===== config.mk =====
export PLATFORM = sky130hd
export DESIGN_NAME = flash_avmm_master_flat
export DESIGN_NICKNAME = d
export VERILOG_FILES = /design/src/rtl/flash_avmm_master_pkg.sv /design/src/rtl/flash_avmm_master_if.sv /design/src/rtl/flash_avmm_master.sv /design/src/flat_wrapper.sv
export SDC_FILE = /design/constraint.sdc
export NUM_CORES = 1
export LEC_CHECK = 0
export CORE_AREA = 2 2 95 97
export CTS_CLUSTER_DIAMETER = 30
export DETAILED_ROUTE_END_ITERATION = 10
export DIE_AREA = 0 0 97 99
export DONT_BUFFER_PORTS = 1
export GPL_TIMING_DRIVEN = 0
export HOLD_SLACK_MARGIN = 0.08
export PLACE_DENSITY = 0.78
export RECOVER_POWER = 25
export SYNTH_ARGS = -nofsm -noshare
export SYNTH_HDL_FRONTEND = slang
export SYNTH_SLANG_ARGS = --single-unit

===== constraint.sdc =====
create_clock -name clock_i -period 3.66 [get_ports clock_i]
set_input_delay 0.732 -clock clock_i [delete_from_list [all_inputs] [get_ports clock_i]]
set_output_delay 0.732 -clock clock_i [all_outputs]
set_load 0.005 [all_outputs]

===== src/rtl/flash_avmm_master_pkg.sv =====
// Shared types and constants for the MAX10 on-chip flash Avalon-MM initiator:
// command op codes, controller states, CSR addresses and status bit positions.
package flash_avmm_master_pkg;

  typedef enum logic [1:0] {
    OP_READ  = 2'b00,
    OP_WRITE = 2'b01,
    OP_ERASE = 2'b10,
    OP_RSVD  = 2'b11
  } op_e;

  typedef enum logic [3:0] {
    S_IDLE,
    S_RD_REQ,
    S_RD_WAIT,
    S_UNLOCK,
    S_WR_REQ,
    S_POLL_RD,
    S_POLL_CHK,
    S_LOCK,
    S_DONE
  } state_e;

  localparam logic CSR_STATUS  = 1'b0;
  localparam logic CSR_CONTROL = 1'b1;

  localparam int ST_ERASE_OK = 4;
  localparam int ST_WRITE_OK = 3;
  localparam int ST_READ_OK  = 2;

  localparam logic [31:0] CONTROL_LOCKED = 32'hFFFF_FFFF;
  localparam logic [19:0] PAGE_NONE      = 20'hF_FFFF;

  // Control register image: sector-erase field is always "none" for this initiator.
  function automatic logic [31:0] control_word(input logic [4:0] wp, input logic [19:0] page);
    return {4'hF, wp, 3'b111, page};
  endfunction

endpackage


===== src/rtl/flash_avmm_master_if.sv =====
// Command/response handshake plus the Avalon-MM data and CSR master buses of the
// flash initiator; master is the initiator's view, slave the environment's view.
interface flash_avmm_master_if #(
  parameter int ADDR_W = 19
) ();

  logic              cmd_valid;
  logic              cmd_ready;
  logic [1:0]        cmd_op;
  logic [ADDR_W-1:0] cmd_addr;
  logic [31:0]       cmd_wdata;

  logic              rsp_valid;
  logic [31:0]       rsp_rdata;
  logic              rsp_error;

  logic [ADDR_W-1:0] avmm_data_addr;
  logic              avmm_data_read;
  logic              avmm_data_write;
  logic [31:0]       avmm_data_writedata;
  logic [3:0]        avmm_data_burstcount;
  logic [31:0]       avmm_data_readdata;
  logic              avmm_data_waitrequest;
  logic              avmm_data_readdatavalid;

  logic              avmm_csr_addr;
  logic              avmm_csr_read;
  logic              avmm_csr_write;
  logic [31:0]       avmm_csr_writedata;
  logic [31:0]       avmm_csr_readdata;

  modport master (
    input  cmd_valid, cmd_op, cmd_addr, cmd_wdata,
    output cmd_ready, rsp_valid, rsp_rdata, rsp_error,
    output avmm_data_addr, avmm_data_read, avmm_data_write, avmm_data_writedata,
    output avmm_data_burstcount,
    input  avmm_data_readdata, avmm_data_waitrequest, avmm_data_readdatavalid,
    output avmm_csr_addr, avmm_csr_read, avmm_csr_write, avmm_csr_writedata,
    input  avmm_csr_readdata
  );

  modport slave (
    output cmd_valid, cmd_op, cmd_addr, cmd_wdata,
    input  cmd_ready, rsp_valid, rsp_rdata, rsp_error,
    input  avmm_data_addr, avmm_data_read, avmm_data_write, avmm_data_writedata,
    input  avmm_data_burstcount,
    output avmm_data_readdata, avmm_data_waitrequest, avmm_data_readdatavalid,
    input  avmm_csr_addr, avmm_csr_read, avmm_csr_write, avmm_csr_writedata,
    output avmm_csr_readdata
  );

endinterface


===== src/rtl/flash_avmm_master.sv =====
// Avalon-MM initiator for the MAX10 on-chip flash: turns single-word read/write/erase
// commands into data-slave accesses bracketed by CSR write-protect unlock and relock.
//
// state      | meaning
// S_IDLE     | ready for a command
// S_RD_REQ   | data read asserted until accepted
// S_RD_WAIT  | waiting for readdatavalid
// S_UNLOCK   | CSR control write opening WP (and page erase address)
// S_WR_REQ   | data write asserted until accepted
// S_POLL_RD  | CSR status read issued
// S_POLL_CHK | status returned, check busy / ok bit
// S_LOCK     | CSR control write restoring full write protection
// S_DONE     | one-cycle response
module flash_avmm_master
  import flash_avmm_master_pkg::*;
#(
  parameter int          ADDR_W    = 19,
  parameter logic [4:0]  WP_UNLOCK = 5'b00000,
  parameter logic [19:0] TIMEOUT   = 20'hF_FFFF
) (
  input logic                 clock_i,
  input logic                 reset_n_i,
  flash_avmm_master_if.master bus
);

  state_e            state_q, state_d;
  op_e               op_q, op_d;
  logic [ADDR_W-1:0] addr_q, addr_d;
  logic [31:0]       wdata_q, wdata_d;
  logic [31:0]       rdata_q, rdata_d;
  logic              err_q, err_d;
  logic [19:0]       cnt_q, cnt_d;
  logic              run_q;
  logic              tc;
  logic              poll_loop;
  logic              op_ok;

  assign tc = (cnt_q == 20'd0);
  assign op_ok = (op_q == OP_ERASE) ? bus.avmm_csr_readdata[ST_ERASE_OK]
                                    : bus.avmm_csr_readdata[ST_WRITE_OK];

  assign bus.avmm_data_addr       = addr_q;
  assign bus.avmm_data_writedata  = wdata_q;
  assign bus.avmm_data_burstcount = 4'd1;
  assign bus.rsp_rdata            = rdata_q;

  always_ff @(posedge clock_i or negedge reset_n_i) begin
    if (!reset_n_i) begin
      state_q <= S_IDLE;
      op_q    <= OP_READ;
      addr_q  <= '0;
      wdata_q <= '0;
      rdata_q <= '0;
      err_q   <= 1'b0;
      cnt_q   <= '0;
      run_q   <= 1'b0;
    end else begin
      state_q <= state_d;
      op_q    <= op_d;
      addr_q  <= addr_d;
      wdata_q <= wdata_d;
      rdata_q <= rdata_d;
      err_q   <= err_d;
      cnt_q   <= cnt_d;
      run_q   <= 1'b1;
    end
  end

  always_comb begin
    state_d = state_q;
    op_d    = op_q;
    addr_d  = addr_q;
    wdata_d = wdata_q;
    rdata_d = rdata_q;
    err_d   = err_q;
    bus.cmd_ready          = 1'b0;
    bus.rsp_valid          = 1'b0;
    bus.rsp_error          = 1'b0;
    bus.avmm_data_read     = 1'b0;
    bus.avmm_data_write    = 1'b0;
    bus.avmm_csr_addr      = CSR_STATUS;
    bus.avmm_csr_read      = 1'b0;
    bus.avmm_csr_write     = 1'b0;
    bus.avmm_csr_writedata = '0;
    unique case (state_q)
      S_IDLE: begin
        bus.cmd_ready = run_q;
        if (run_q && bus.cmd_valid) begin
          op_d    = op_e'(bus.cmd_op);
          addr_d  = bus.cmd_addr;
          wdata_d = bus.cmd_wdata;
          rdata_d = '0;
          err_d   = (op_e'(bus.cmd_op) == OP_RSVD);
          unique case (op_e'(bus.cmd_op))
            OP_READ:  state_d = S_RD_REQ;
            OP_WRITE: state_d = S_UNLOCK;
            OP_ERASE: state_d = S_UNLOCK;
            default:  state_d = S_DONE;
          endcase
        end
      end
      S_RD_REQ: begin
        bus.avmm_data_read = 1'b1;
        if (!bus.avmm_data_waitrequest) begin
          if (bus.avmm_data_readdatavalid) begin
            rdata_d = bus.avmm_data_readdata;
            state_d = S_DONE;
          end else begin
            state_d = S_RD_WAIT;
          end
        end else if (tc) begin
          err_d   = 1'b1;
          state_d = S_DONE;
        end
      end
      S_RD_WAIT: begin
        if (bus.avmm_data_readdatavalid) begin
          rdata_d = bus.avmm_data_readdata;
          state_d = S_DONE;
        end else if (tc) begin
          err_d   = 1'b1;
          state_d = S_DONE;
        end
      end
      S_UNLOCK: begin
        bus.avmm_csr_write     = 1'b1;
        bus.avmm_csr_addr      = CSR_CONTROL;
        bus.avmm_csr_writedata = control_word(WP_UNLOCK,
                                   (op_q == OP_ERASE) ? 20'(addr_q) : PAGE_NONE);
        state_d = (op_q == OP_WRITE) ? S_WR_REQ : S_POLL_RD;
      end
      S_WR_REQ: begin
        bus.avmm_data_write = 1'b1;
        if (!bus.avmm_data_waitrequest) begin
          state_d = S_POLL_RD;
        end else if (tc) begin
          err_d   = 1'b1;
          state_d = S_LOCK;
        end
      end
      S_POLL_RD: begin
        bus.avmm_csr_read = 1'b1;
        if (tc) begin
          err_d   = 1'b1;
          state_d = S_LOCK;
        end else begin
          state_d = S_POLL_CHK;
        end
      end
      S_POLL_CHK: begin
        if (bus.avmm_csr_readdata[1:0] == 2'b00) begin
          err_d   = err_q | ~op_ok;
          state_d = S_LOCK;
        end else if (tc) begin
          err_d   = 1'b1;
          state_d = S_LOCK;
        end else begin
          state_d = S_POLL_RD;
        end
      end
      S_LOCK: begin
        bus.avmm_csr_write     = 1'b1;
        bus.avmm_csr_addr      = CSR_CONTROL;
        bus.avmm_csr_writedata = CONTROL_LOCKED;
        state_d = S_DONE;
      end
      S_DONE: begin
        bus.rsp_valid = 1'b1;
        bus.rsp_error = err_q;
        state_d = S_IDLE;
      end
      default: state_d = S_IDLE;
    endcase
  end

  // The poll loop counts as one wait, otherwise a flash stuck busy would never time out.
  always_comb begin
    poll_loop = ((state_q == S_POLL_RD) && (state_d == S_POLL_CHK)) ||
                ((state_q == S_POLL_CHK) && (state_d == S_POLL_RD));
    if ((state_d != state_q) && !poll_loop) begin
      cnt_d = TIMEOUT - 20'd1;
    end else if (!tc) begin
      cnt_d = cnt_q - 20'd1;
    end else begin
      cnt_d = cnt_q;
    end
  end

endmodule


===== src/flat_wrapper.sv =====
// flat-port wrapper written by rule: the top's interface ports become plain ports
module flash_avmm_master_flat import flash_avmm_master_pkg::*;
#(
  parameter int          ADDR_W    = 19,
  parameter logic [4:0]  WP_UNLOCK = 5'b00000,
  parameter logic [19:0] TIMEOUT   = 20'hF_FFFF
)
  (clock_i, reset_n_i, bus_cmd_valid, bus_cmd_op, bus_cmd_addr, bus_cmd_wdata, bus_cmd_ready, bus_rsp_valid, bus_rsp_rdata, bus_rsp_error, bus_avmm_data_addr, bus_avmm_data_read, bus_avmm_data_write, bus_avmm_data_writedata, bus_avmm_data_burstcount, bus_avmm_data_readdata, bus_avmm_data_waitrequest, bus_avmm_data_readdatavalid, bus_avmm_csr_addr, bus_avmm_csr_read, bus_avmm_csr_write, bus_avmm_csr_writedata, bus_avmm_csr_readdata);
  flash_avmm_master_if #(.ADDR_W(ADDR_W)) bus_i ();
  input logic clock_i;
  input logic reset_n_i;
  input wire logic [$bits(bus_i.cmd_valid)-1:0] bus_cmd_valid;
  input wire logic [$bits(bus_i.cmd_op)-1:0] bus_cmd_op;
  input wire logic [$bits(bus_i.cmd_addr)-1:0] bus_cmd_addr;
  input wire logic [$bits(bus_i.cmd_wdata)-1:0] bus_cmd_wdata;
  output wire logic [$bits(bus_i.cmd_ready)-1:0] bus_cmd_ready;
  output wire logic [$bits(bus_i.rsp_valid)-1:0] bus_rsp_valid;
  output wire logic [$bits(bus_i.rsp_rdata)-1:0] bus_rsp_rdata;
  output wire logic [$bits(bus_i.rsp_error)-1:0] bus_rsp_error;
  output wire logic [$bits(bus_i.avmm_data_addr)-1:0] bus_avmm_data_addr;
  output wire logic [$bits(bus_i.avmm_data_read)-1:0] bus_avmm_data_read;
  output wire logic [$bits(bus_i.avmm_data_write)-1:0] bus_avmm_data_write;
  output wire logic [$bits(bus_i.avmm_data_writedata)-1:0] bus_avmm_data_writedata;
  output wire logic [$bits(bus_i.avmm_data_burstcount)-1:0] bus_avmm_data_burstcount;
  input wire logic [$bits(bus_i.avmm_data_readdata)-1:0] bus_avmm_data_readdata;
  input wire logic [$bits(bus_i.avmm_data_waitrequest)-1:0] bus_avmm_data_waitrequest;
  input wire logic [$bits(bus_i.avmm_data_readdatavalid)-1:0] bus_avmm_data_readdatavalid;
  output wire logic [$bits(bus_i.avmm_csr_addr)-1:0] bus_avmm_csr_addr;
  output wire logic [$bits(bus_i.avmm_csr_read)-1:0] bus_avmm_csr_read;
  output wire logic [$bits(bus_i.avmm_csr_write)-1:0] bus_avmm_csr_write;
  output wire logic [$bits(bus_i.avmm_csr_writedata)-1:0] bus_avmm_csr_writedata;
  input wire logic [$bits(bus_i.avmm_csr_readdata)-1:0] bus_avmm_csr_readdata;
  assign bus_i.cmd_valid = bus_cmd_valid;
  assign bus_i.cmd_op = bus_cmd_op;
  assign bus_i.cmd_addr = bus_cmd_addr;
  assign bus_i.cmd_wdata = bus_cmd_wdata;
  assign bus_cmd_ready = bus_i.cmd_ready;
  assign bus_rsp_valid = bus_i.rsp_valid;
  assign bus_rsp_rdata = bus_i.rsp_rdata;
  assign bus_rsp_error = bus_i.rsp_error;
  assign bus_avmm_data_addr = bus_i.avmm_data_addr;
  assign bus_avmm_data_read = bus_i.avmm_data_read;
  assign bus_avmm_data_write = bus_i.avmm_data_write;
  assign bus_avmm_data_writedata = bus_i.avmm_data_writedata;
  assign bus_avmm_data_burstcount = bus_i.avmm_data_burstcount;
  assign bus_i.avmm_data_readdata = bus_avmm_data_readdata;
  assign bus_i.avmm_data_waitrequest = bus_avmm_data_waitrequest;
  assign bus_i.avmm_data_readdatavalid = bus_avmm_data_readdatavalid;
  assign bus_avmm_csr_addr = bus_i.avmm_csr_addr;
  assign bus_avmm_csr_read = bus_i.avmm_csr_read;
  assign bus_avmm_csr_write = bus_i.avmm_csr_write;
  assign bus_avmm_csr_writedata = bus_i.avmm_csr_writedata;
  assign bus_i.avmm_csr_readdata = bus_avmm_csr_readdata;
  flash_avmm_master #(.ADDR_W(ADDR_W), .WP_UNLOCK(WP_UNLOCK), .TIMEOUT(TIMEOUT)) u_core (.clock_i(clock_i), .reset_n_i(reset_n_i), .bus(bus_i));
endmodule

==> key figures, run 1 <==
Global routing
  – Grt total ovfl: 0
  – First-pass GRT wire length: between 15000 and 20000 µm
  – Total GRT Usage: between 20% and 30%
  – Met2 Resource Use GR: 44.4%
  – GR Util met1: 30.9%
  – Vias in the first global route: 3949
  – Initial antenna violation count: 0
  – Global routing usage on met3: 5.04%
  – GRT Max-Usage Layer: met2
  – Largest net degree at the start of global routing: around 110

Routing
  – Vias/cell: 5.68
  – # DRC: 0
  – Final wirelength: 12500 µm
  – DR iter-0 viols: 218
  – Drt first pass iters: 5
  – Via count: 4240
  – Remaining antenna violation count: 0
  – DR WL/cell: approximately 17 µm

CTS
  – CTS Buffer Depth: 2
  – Post_cts resized: 0
  – Clk Latency, worst-skew pair: roughly 380 ps
  – Worst-path clk slew: 120 ps
  – CTS tree: yes
  – H-tree levels: 3
  – Clk sinks: 111
  – Root buf cell: clkbuf_8
  – Cts bufs inserted: 9

Power and ir drop
  – Switching share of power: 40.7%
  – Clock share of power: 17.3%
  – Pleak: between 2 and 3 nW
  – Internal Pwr Total: 0.00243 W
  – Sequential power share: 49.3%
  – Peak supply drop: between 0.0004 and 0.0005 V
  – Pwr dens: roughly 730 mW/mm²
  – Switch Pwr: between 0.0015 and 0.002 W
  – Combinational power share: 33.5%

Cells and area
  – Core Util, Final: 65.8%
  – Layout cells sized above 1: 7.98%
  – Area grow syn2layout: 6.36%
  – ANT cells: 0
  – Fillers: 705
  – Layout net count: 758

Status
  – Violations in the final reports: capacitance limit, slew limit
  – Status: finished, violations left

Floorplanning
  – Die Wd: between 90 and 100 µm
  – Starting Density: roughly three fifths
  – Die Y: 99 µm
  – Row count: 34
  – Die area: between 0.009 and 0.01 mm²
  – Ports: 249
  – Core area: 0.00855 mm²

Timing
  – Slew Viols, Final: 112
  – RSZ-0062 raised after global routing: no
  – Clock period minus worst slack: 3240 ps
  – FMAX: slightly above 0.3 GHz
  – Final period utilization: just under 90%
  – Final Hold Fails: 0
  – Worst Max-Slew Pin Slew: 2670 ps
  – Clk_skew: between 15 and 20 ps
  – Relative slew slack: -78.0%
  – Final setup fails: 0
  – Setup tns final: 0 ps

Synthesis
  – Synth Flop Type: dfrtp_1
  – Post-Syn Area per Cell: 8.55 µm²
  – Synth warn: 0
  – Share of the synthesized area in the top cell type: a little over half
  – Synth Cell Area: 0.00529 mm²
  – Register area share after synthesis: a little over half
  – Synth area leader: dfrtp_1
  – Area contributors post-synth: dfrtp_1, nand2_1, o21ai_0
  – Synthesized instance count: 619
  – Synthesized flop and latch total: 111
  – Synth top cells by count: nand2_1, dfrtp_1, o21ai_0
  – EDFF count, synth: 0
  – Synth unique cells: 52
  – Most numerous cell in the Yosys netlist: nand2_1
  – Synth async-reset ratio: between 90% and 100%

Setup path
  – CP Capture Type: flip-flop
  – CP max FO: 10
  – Worst EP required: a little under 4000 ps
  – CP Data Arrival Time: 3500 ps
  – CP Launch Type: flip-flop
  – Critical path class: reg2reg

Placement
  – Dpl hpwl: 9290 µm
  – I/O Buffers: 0
  – RePlAce Congestion: 0.847

Hold path
  – Worst hold path class: in2reg

Flow run
  – Maxcap violations: 1
## state kept, by name (all words and copies together) (netlist names)
register                        cells
u_core.err_q                        1
u_core.bus.rsp_rdata               32
u_core.bus.avmm_data_addr          19
u_core.op_q                         2
u_core.bus.avmm_data_writedata     32
u_core.run_q                        1
u_core.state_q                      4
u_core.cnt_q                       20
## power by group through the flow
| stage | Sequential [W] | Clock [W] | Combinational, W |
|---|---|---|---|
| 2_1_floorplan | 0.00192 | 0 | 0.00108 |
| 3_3_place_gp | 0.00203 | 0 | 0.00129 |
| 3_5_place_dp | 0.00204 | 0 | 0.00135 |
| 4_1_cts | 0.00202 | 0.000720 | 0.00138 |
| 5_1_grt | 0.00207 | 0.000770 | 0.00156 |
| 6_report | 0.00202 | 0.000707 | 0.00137 |
## cell families after synthesis
family	synth area share, %
flip-flops	52.5
XOR/XNOR	2.48
adder cells (fa/ha/maj)	0.473
buffers and inverters	6.31
other	0.142
multiplexers	0.378
AO/OA/AOI/OAI	10.9
AND/OR/NAND/NOR	26.8
## critical path: stages (launching register included)
cell      delay, ps
dfrtp_1         420
inv_1            90
ha_1            190
or3b_2          500
or2_1           270
or4_4           500
o2111a_1        150
nor4b_2         490
o21ba_1         190
buf_6           150
buf_12          130
nand2_1          50
## repair_timing
action / CTS / global route
hold buffers: 1 / 0
hold endpoints to repair: 111 / 0
setup buffers: 0 / 0
## worst paths after layout
kind | from | to | slack [ps] | cells after the start
max | u_core.cnt_q[0]$_DFFE_PN0P_ | u_core.cnt_q[13]$_DFFE_PN0P_ | 420 | 11
min | bus_cmd_wdata[18] | u_core.bus.avmm_data_writedata[18]$_DFFE_PN0P_ | 450 | 2
max reg2reg | u_core.cnt_q[0]$_DFFE_PN0P_ | u_core.cnt_q[13]$_DFFE_PN0P_ | 420 | 11
min reg2reg | u_core.op_q[1]$_DFFE_PN0P_ | u_core.op_q[1]$_DFFE_PN0P_ | 520 | 2
max in group asynchronous | reset_n_i | u_core.bus.rsp_rdata[0]$_DFFE_PN0P_ | 950 | 1
min in group asynchronous | reset_n_i | u_core.bus.avmm_data_writedata[21]$_DFFE_PN0P_ | 1190 | 1
## final cells by class
type                    instances  area (µm²)  share of cell area, %
multi-input cells             455        2190                   38.9
plain buffers                  49         308                   5.47
well taps                     108         135                   2.40
repair buffers                  1        5.00                 0.0889
clock buffers                  10         128                   2.27
flip-flops and latches        111        2780                   49.3
clock inverters                 6        57.6                   1.02
inverters                       7        26.3                  0.467
## placed cells by master, fill, tap and decap left out, types with 3 or more instances in the layout
cell type and n:
a21o_1 21, a21oi_1 9, buf_4 16, buf_6 3, clkbuf_1 26, clkbuf_8 11
conb_1 5, dfrtp_1 111, inv_1 7, inv_6 3, nand2_1 260, nand2b_1 6
nand3_1 9, nor2_1 30, nor2b_1 4, nor3_1 3, nor4_1 8, o211ai_1 3
o21ai_0 43, xnor2_1 10, xor2_1 5
## stage by stage
stage | power, W | hold slack [ps] | cell area [µm²] | setup WS (ps) | cells
2_1_floorplan | 0.00300 | 436 | 5300 | 801 | 622
3_3_place_gp | 0.00332 | 439 | 5440 | 555 | 730
3_5_place_dp | 0.00340 | 438 | 5440 | 473 | 730
4_1_cts | 0.00412 | 313 | 5650 | 445 | 747
5_1_grt | 0.00440 | 439 | 5630 | 279 | 747
6_report | 0.00410 | 448 | 5630 | 419 | 747
## metal layers
layer	up-vias	wire, µm
met5	-	0
met4	0	299
met3	25	907
met2	190	6410
met1	2014	4880
li1	2011	-
Note: power is estimated with default switching activity, not from simulation.
==> run 2: changes to the inputs <==
--- a/config.mk
+++ b/config.mk
@@ -5,14 +5,15 @@
 export SDC_FILE = /design/constraint.sdc
 export NUM_CORES = 1
 export LEC_CHECK = 0
-export CORE_AREA = 2 2 95 97
+export CORE_AREA = 2 2 96 98
+export CTS_BUF_LIST = sky130_fd_sc_hd__clkbuf_8
 export CTS_CLUSTER_DIAMETER = 30
 export DETAILED_ROUTE_END_ITERATION = 10
-export DIE_AREA = 0 0 97 99
+export DIE_AREA = 0 0 98 100
 export DONT_BUFFER_PORTS = 1
 export GPL_TIMING_DRIVEN = 0
 export HOLD_SLACK_MARGIN = 0.08
-export PLACE_DENSITY = 0.78
+export PLACE_DENSITY = 0.76
 export RECOVER_POWER = 25
 export SYNTH_ARGS = -nofsm -noshare
 export SYNTH_HDL_FRONTEND = slang
==> run 2 against run 1 <==
Against the previous run:
- the run still ends with capacitance limit, slew limit left
- utilization down 2.3 points
- first-iteration DRC count fell by 35%
- non-clock buffer count is the same
- largest cell class unchanged
- largest power group unchanged
- critical path type unchanged
- cell count is 0.40% higher
- critical endpoint is now u_core.cnt_q[7]$_DFFE_PN0P_
==> key figures, run 2 (synthesized netlist as in run 1, its figures left out) <==
Floorplanning
  – Die Wd: 98 µm (+1.0%)
  – Ports: 249 (unchanged)
  – Starting Density: 59.5% (-2.4 points)
  – Die area: 0.00980 mm² (+2.1%)
  – Die Y: 100 µm (+1.0%)
  – Core area: 0.00889 mm² (+4.0%)
  – Row count: 35 (+2.9%)

Setup path
  – Crit path cell chain: inv_1, ha_1, or3b_2, or2_1, or4_4, o2111a_1, nor4b_2, o21ba_1, buf_6, buf_12, nand2_1
  – CP max FO: 10 (unchanged)
  – R2R cell count: 11 (unchanged)
  – R2r startpoint: u_core.cnt_q[0]$_DFFE_PN0P_
  – R2R Setup Slk: 440 ps (+20 ps)
  – CP Capture Type: flip-flop
  – Slowest cell delay on critical path: 510 ps (about the same)
  – CP Launch Type: flip-flop
  – FF-to-FF End: u_core.cnt_q[7]$_DFFE_PN0P_
  – Slowest cell on crit path: or3b_2
  – CP Data Arrival Time: 3480 ps (-20 ps)
  – Critical path class: reg2reg
  – Worst EP required: 3920 ps (about the same)

CTS
  – Root buf cell: clkbuf_8
  – Worst-path clk slew: 120 ps (about the same)
  – Clk Latency, worst-skew pair: 380 ps (about the same)
  – CTS tree: yes
  – H-tree levels: 3 (unchanged)
  – CTS Buffer Depth: 2 (unchanged)
  – Cts bufs inserted: 9 (unchanged)
  – Clk sinks: 111 (unchanged)

Power and ir drop
  – Peak supply drop: 0.000378 V (-7.2%)
  – Pwr dens: 730 mW/mm² (+0.19%)
  – Pleak: 2.74 nW (+0.24%)

Cells and area
  – Layout cells sized above 1: 8.14% (+0.16 points)
  – Most frequent cells in the layout: nand2_1, dfrtp_1, o21ai_0
  – Commonest non-fill, non-tap cell in the layout: nand2_1
  – ANT cells: 0 (unchanged)
  – Fillers: 781 (+11%)
  – Final Cell Area: 0.00564 mm² (+0.27%)
  – Area grow syn2layout: 6.64%
  – Layout net count: 758 (unchanged)
  – Core Util, Final: 63.5% (-2.3 points)

Flow run
  – Maxcap violations: 1 (unchanged)

Global routing
  – Largest net degree at the start of global routing: 112 (unchanged)
  – Initial antenna violation count: 0 (unchanged)
  – Total GRT Usage: 26.0% (+0.71 points)
  – First-pass GRT wire length: 20300 µm (+3.7%)
  – Grt total ovfl: 0 (unchanged)
  – Vias in the first global route: 4147 (+5.0%)

Timing
  – RSZ-0062 raised after global routing: no
  – FMAX: 0.311 GHz (+0.74%)
  – Setup tns final: 0 ps (unchanged)
  – Clk_skew: 17.7 ps (-0.551 ps)
  – Final period utilization: 87.9% (-0.65 points)
  – Final setup fails: 0 (unchanged)
  – Slew Viols, Final: 112 (unchanged)
  – Clock period minus worst slack: 3220 ps (-23.8 ps)
  – Relative slew slack: -76.4% (+1.5 points)
  – Final Hold Fails: 0 (unchanged)
  – Worst Max-Slew Pin Slew: 2650 ps (-23.2 ps)

Status
  – Violations in the final reports: capacitance limit, slew limit
  – Status: finished, violations left

Routing
  – Remaining antenna violation count: 0 (unchanged)
  – Via count: 4175 (-1.5%)
  – Vias/cell: 5.57 (-1.9%)
  – Drt first pass iters: 4 (-1)
  – DR iter-0 viols: 141 (-35%)
  – DR WL/cell: 17.1 µm (+2.5%)
  – # DRC: 0 (unchanged)
  – Final wirelength: 12900 µm (+2.9%)

Hold path
  – Hold Crit Depth: 2 (unchanged)
  – Worst Hold End: u_core.bus.avmm_data_writedata[22]$_DFFE_PN0P_
  – Worst Hold Launch: bus_cmd_wdata[22]
  – Worst hold path class: in2reg

Placement
  – RePlAce Congestion: 0.910 (+7.4%)
  – I/O Buffers: 0 (unchanged)
  – Placed Area: 0.00544 mm² (about the same)
  – Dpl hpwl: 9640 µm (+3.9%)
-- run 2: changes by cell type in the layout (fill, tap and decap cells not counted), sizes merged --
cell / change
inv: -1
clkinv: +2
clkbuf: -1
-- run 2: timing repair --
action | CTS | global route
hold endpoints to repair | 111 | 0
hold buffers | 1 | 0
setup endpoints to repair | 0 | 0
gates resized for setup | 0 | 0
setup buffers | 0 | 0
-- run 2: layer usage --
| layer | global-route usage (%) | share of wire [%] |
|---|---|---|
| met1 | 31.2 | 39 |
| met2 | 45.7 | 51 |
| met4 | 10.1 | 2.4 |
| met5 | 0 | 0 |
| met3 | 6.20 | 7.1 |
-- run 2: power by group --
part / leakage [nW] / switching (W) / internal, W
Combinational: 1.29 / 0.000846 / 0.000526
Clock: 0.102 / 0.000454 / 0.000271
Sequential: 1.35 / 0.000385 / 0.00164
-- run 2: worst max path at each step --
stage / slack (ps) / startpoint / end
2_1_floorplan: 800 / u_core.cnt_q[0]$_DFFE_PN0P_ / u_core.cnt_q[10]$_DFFE_PN0P_
3_3_place_gp: 550 / u_core.cnt_q[0]$_DFFE_PN0P_ / u_core.cnt_q[7]$_DFFE_PN0P_
3_5_place_dp: 470 / u_core.cnt_q[0]$_DFFE_PN0P_ / u_core.cnt_q[7]$_DFFE_PN0P_
4_1_cts: 440 / u_core.cnt_q[0]$_DFFE_PN0P_ / u_core.cnt_q[7]$_DFFE_PN0P_
5_1_grt: 220 / u_core.cnt_q[4]$_DFFE_PN0P_ / u_core.cnt_q[7]$_DFFE_PN0P_
6_report: 440 / u_core.cnt_q[0]$_DFFE_PN0P_ / u_core.cnt_q[7]$_DFFE_PN0P_
-- run 2: final cells by class --
type	count	area [µm²]	area share [%]
Tap cell	111	139	2.46
Timing Repair Buffer	1	5.00	0.0887
Multi-Input combinational cell	455	2190	38.8
Buffer	49	308	5.45
Clock inverter	7	72.6	1.29
Clock buffer	9	124	2.19
Sequential cell	111	2780	49.2
Inverter	7	26.3	0.466
-- run 2: worst max-delay path, delay by kind of cell (launching register included) --
kind                     cells  cell delay (ps)
AO/OA/AOI/OAI                2              340
AND/OR/NAND/NOR              5             1790
buffers and inverters        3              370
adder cells (fa/ha/maj)      1              180
flip-flops                   1              430
-- run 2: per-stage QoR --
stage,instances,total power [W],setup slack [ps],hold WS [ps]
global placement,733,0.00333,553,440
CTS,750,0.00415,445,308
global route,750,0.00444,221,432
floorplan,622,0.00300,801,436
detailed placement,733,0.00340,472,438
finish,750,0.00412,442,450
==> run 3: changes to the inputs <==
--- a/config.mk
+++ b/config.mk
@@ -13,7 +13,7 @@
 export DONT_BUFFER_PORTS = 1
 export GPL_TIMING_DRIVEN = 0
 export HOLD_SLACK_MARGIN = 0.08
-export PLACE_DENSITY = 0.76
+export PLACE_DENSITY_LB_ADDON = 0.25
 export RECOVER_POWER = 25
 export SYNTH_ARGS = -nofsm -noshare
 export SYNTH_HDL_FRONTEND = slang
==> run 3 against run 2 <==
Against the previous run:
- the run still ends with capacitance limit, slew limit left
- cell count is 0.13% higher
- register-to-register slack worse by 50 ps
- clock skew is 1.3 ps lower
- die area stayed put
- sequential power hardly changed
- first-iteration DRC count is 32% higher
- count of clock-buffer cells in the layout stayed put
- utilization is 0.070 points lower
- largest power group unchanged
==> key figures, run 3 (synthesized netlist as in run 1, its figures left out) <==
Routing
  – Drt first pass iters: 9 (+5)
  – # DRC: 0 (unchanged)
  – DR WL/cell: 17.0 µm (-0.86%)
  – Vias/cell: 5.69 (+2.3%)
  – DR iter-0 viols: 186 (+32%)
  – Via count: 4276 (+2.4%)
  – Final wirelength: 12800 µm (-0.73%)
  – Remaining antenna violation count: 0 (unchanged)

Timing
  – Final Hold Fails: 0 (unchanged)
  – Clock period minus worst slack: 3260 ps (+45.3 ps)
  – Worst Max-Slew Pin Slew: 2720 ps (+71.9 ps)
  – Setup tns final: 0 ps (unchanged)
  – Clk_skew: 16.5 ps (-1.27 ps)
  – Final setup fails: 0 (unchanged)
  – Relative slew slack: -81.2% (-4.8 points)
  – RSZ-0062 raised after global routing: no
  – FMAX: 0.306 GHz (-1.4%)
  – Slew Viols, Final: 112 (unchanged)
  – Fin Hold WS: 449 ps (-0.728 ps)
  – Final period utilization: 89.1% (+1.2 points)

Setup path
  – Slowest cell delay on critical path: 510 ps (about the same)
  – Critical path class: reg2reg
  – Top Family by Delay on Critical Path: simple AND/OR/NAND/NOR gates
  – CP max FO: 10 (unchanged)
  – CP Launch Type: flip-flop
  – CP Capture Type: flip-flop
  – Crit path cell chain: inv_1, ha_1, or3b_2, or2_1, or4_4, o2111a_1, nor4b_2, o21ba_1, buf_6, buf_12, nand2_1
  – WP depth: 11 (unchanged)
  – Slowest cell on crit path: or3b_2
  – R2R cell count: 11 (unchanged)
  – CP Buf/Inv Count: 3 (unchanged)
  – Worst EP required: 3920 ps (about the same)
  – CP Data Arrival Time: 3530 ps (+50 ps)

CTS
  – Post-CTS Setup Inserts: 0 (unchanged)
  – Clk Latency, worst-skew pair: 380 ps (about the same)
  – Root buf cell: clkbuf_8
  – Worst-path clk slew: 120 ps (about the same)
  – CTS tree: yes
  – Clk sinks: 111 (unchanged)
  – Hold bufs inserted after CTS: 1 (unchanged)
  – CTS Buffer Depth: 2 (unchanged)
  – H-tree levels: 3 (unchanged)
  – Post_cts resized: 0 (unchanged)
  – Cts bufs inserted: 9 (unchanged)

Placement
  – Dpl hpwl: 9440 µm (-2.1%)
  – I/O Buffers: 0 (unchanged)
  – RePlAce Congestion: 0.857 (-5.8%)
  – Placed Area: 0.00544 mm² (unchanged)

Global routing
  – Grt total ovfl: 0 (unchanged)
  – First-pass GRT wire length: 19700 µm (-3.3%)
  – Largest net degree at the start of global routing: 112 (unchanged)
  – Total GRT Usage: 25.3% (-0.76 points)
  – Vias in the first global route: 4005 (-3.4%)
  – Initial antenna violation count: 1 (+1)

Floorplanning
  – Core area: 0.00889 mm² (unchanged)
  – Ports: 249 (unchanged)
  – Starting Density: 59.5% (unchanged)
  – Row count: 35 (unchanged)
  – Die Y: 100 µm (unchanged)
  – Die area: 0.00980 mm² (unchanged)
  – Die Wd: 98 µm (unchanged)

Power and ir drop
  – Sequential power share: 49.0% (about the same)
  – Internal Pwr Total: 0.00243 W (-0.14%)
  – Peak supply drop: 0.000453 V (+20%)
  – Clock share of power: 17.5% (about the same)
  – Switching share of power: 40.8% (-0.094 points)
  – Combinational power share: 33.5% (+0.2 points)
  – Switch Pwr: 0.00168 W (-0.53%)
  – Pwr dens: 729 mW/mm² (-0.19%)
  – Pleak: 2.74 nW (about the same)

Status
  – Violations in the final reports: capacitance limit, slew limit
  – Status: finished, violations left

Hold path
  – Worst hold path class: in2reg
  – Hold Crit Depth: 2 (unchanged)

Cells and area
  – Fillers: 787 (+0.77%)
  – Area grow syn2layout: 6.52%
  – Most frequent cells in the layout: nand2_1, dfrtp_1, o21ai_0
  – Layout cells sized above 1: 7.98% (-0.16 points)
  – Layout net count: 758 (unchanged)
  – Final Cell Area: 0.00564 mm² (-0.11%)
  – Commonest non-fill, non-tap cell in the layout: nand2_1

Flow run
  – Maxcap violations: 1 (unchanged)
## run 3: stage by stage
stage               util, %  worst slack [ps]  cells  total power [W]
CTS                    63.6               458    750          0.00413
detailed placement     61.2               489    733          0.00339
global placement       61.2               571    733          0.00333
finish                 63.4               397    751          0.00411
floorplan                 -               801    622          0.00300
global route           63.4               240    750          0.00441
## run 3: power groups by stage
stage | clock network, W | logic, W | registers (W)
floorplan | 0 | 0.00108 | 0.00192
global placement | 0 | 0.00129 | 0.00203
detailed placement | 0 | 0.00135 | 0.00204
CTS | 0.000731 | 0.00138 | 0.00202
global route | 0.000779 | 0.00157 | 0.00207
finish | 0.000718 | 0.00138 | 0.00201
## run 3: routing by layer
metal / global-route usage, % / vias to the layer above / share of wire (%)
met3: 7.45 / 26 / 8.5
met2: 43.3 / 197 / 50
met1: 30.4 / 2033 / 39
met5: 0 / - / 0
li1: - / 2020 / -
met4: 9.72 / 0 / 2.7
## run 3: final timing paths
path | start | endpoint | slack (ps)
hold reg to reg | u_core.op_q[1]$_DFFE_PN0P_ | u_core.op_q[1]$_DFFE_PN0P_ | 520
max in group asynchronous | reset_n_i | u_core.bus.avmm_data_writedata[26]$_DFFE_PN0P_ | 880
setup reg to reg | u_core.cnt_q[0]$_DFFE_PN0P_ | u_core.cnt_q[6]$_DFFE_PN0P_ | 400
setup / recovery | u_core.cnt_q[0]$_DFFE_PN0P_ | u_core.cnt_q[6]$_DFFE_PN0P_ | 400
min in group asynchronous | reset_n_i | u_core.bus.avmm_data_writedata[7]$_DFFE_PN0P_ | 1170
hold / removal | bus_cmd_wdata[21] | u_core.bus.avmm_data_writedata[21]$_DFFE_PN0P_ | 450
## run 3: worst register-to-register path, stage by stage (launching register included)
cell and delay, ps:
dfrtp_1 430, inv_1 90, ha_1 190, or3b_2 510, or2_1 270, or4_4 510, o2111a_1 150, nor4b_2 480
o21ba_1 200, buf_6 150, buf_12 130, nand2_1 50
## run 3: area by class of cell
class,instances,area (µm²),area share (%)
Clock inverter,7,63.8,1.13
Buffer,49,308,5.46
Sequential cell,111,2780,49.3
Inverter,7,26.3,0.466
Multi-Input combinational cell,455,2190,38.9
Tap cell,111,139,2.46
Antenna cell,1,2.50,0.0444
Timing Repair Buffer,1,5.00,0.0888
Clock buffer,9,124,2.20
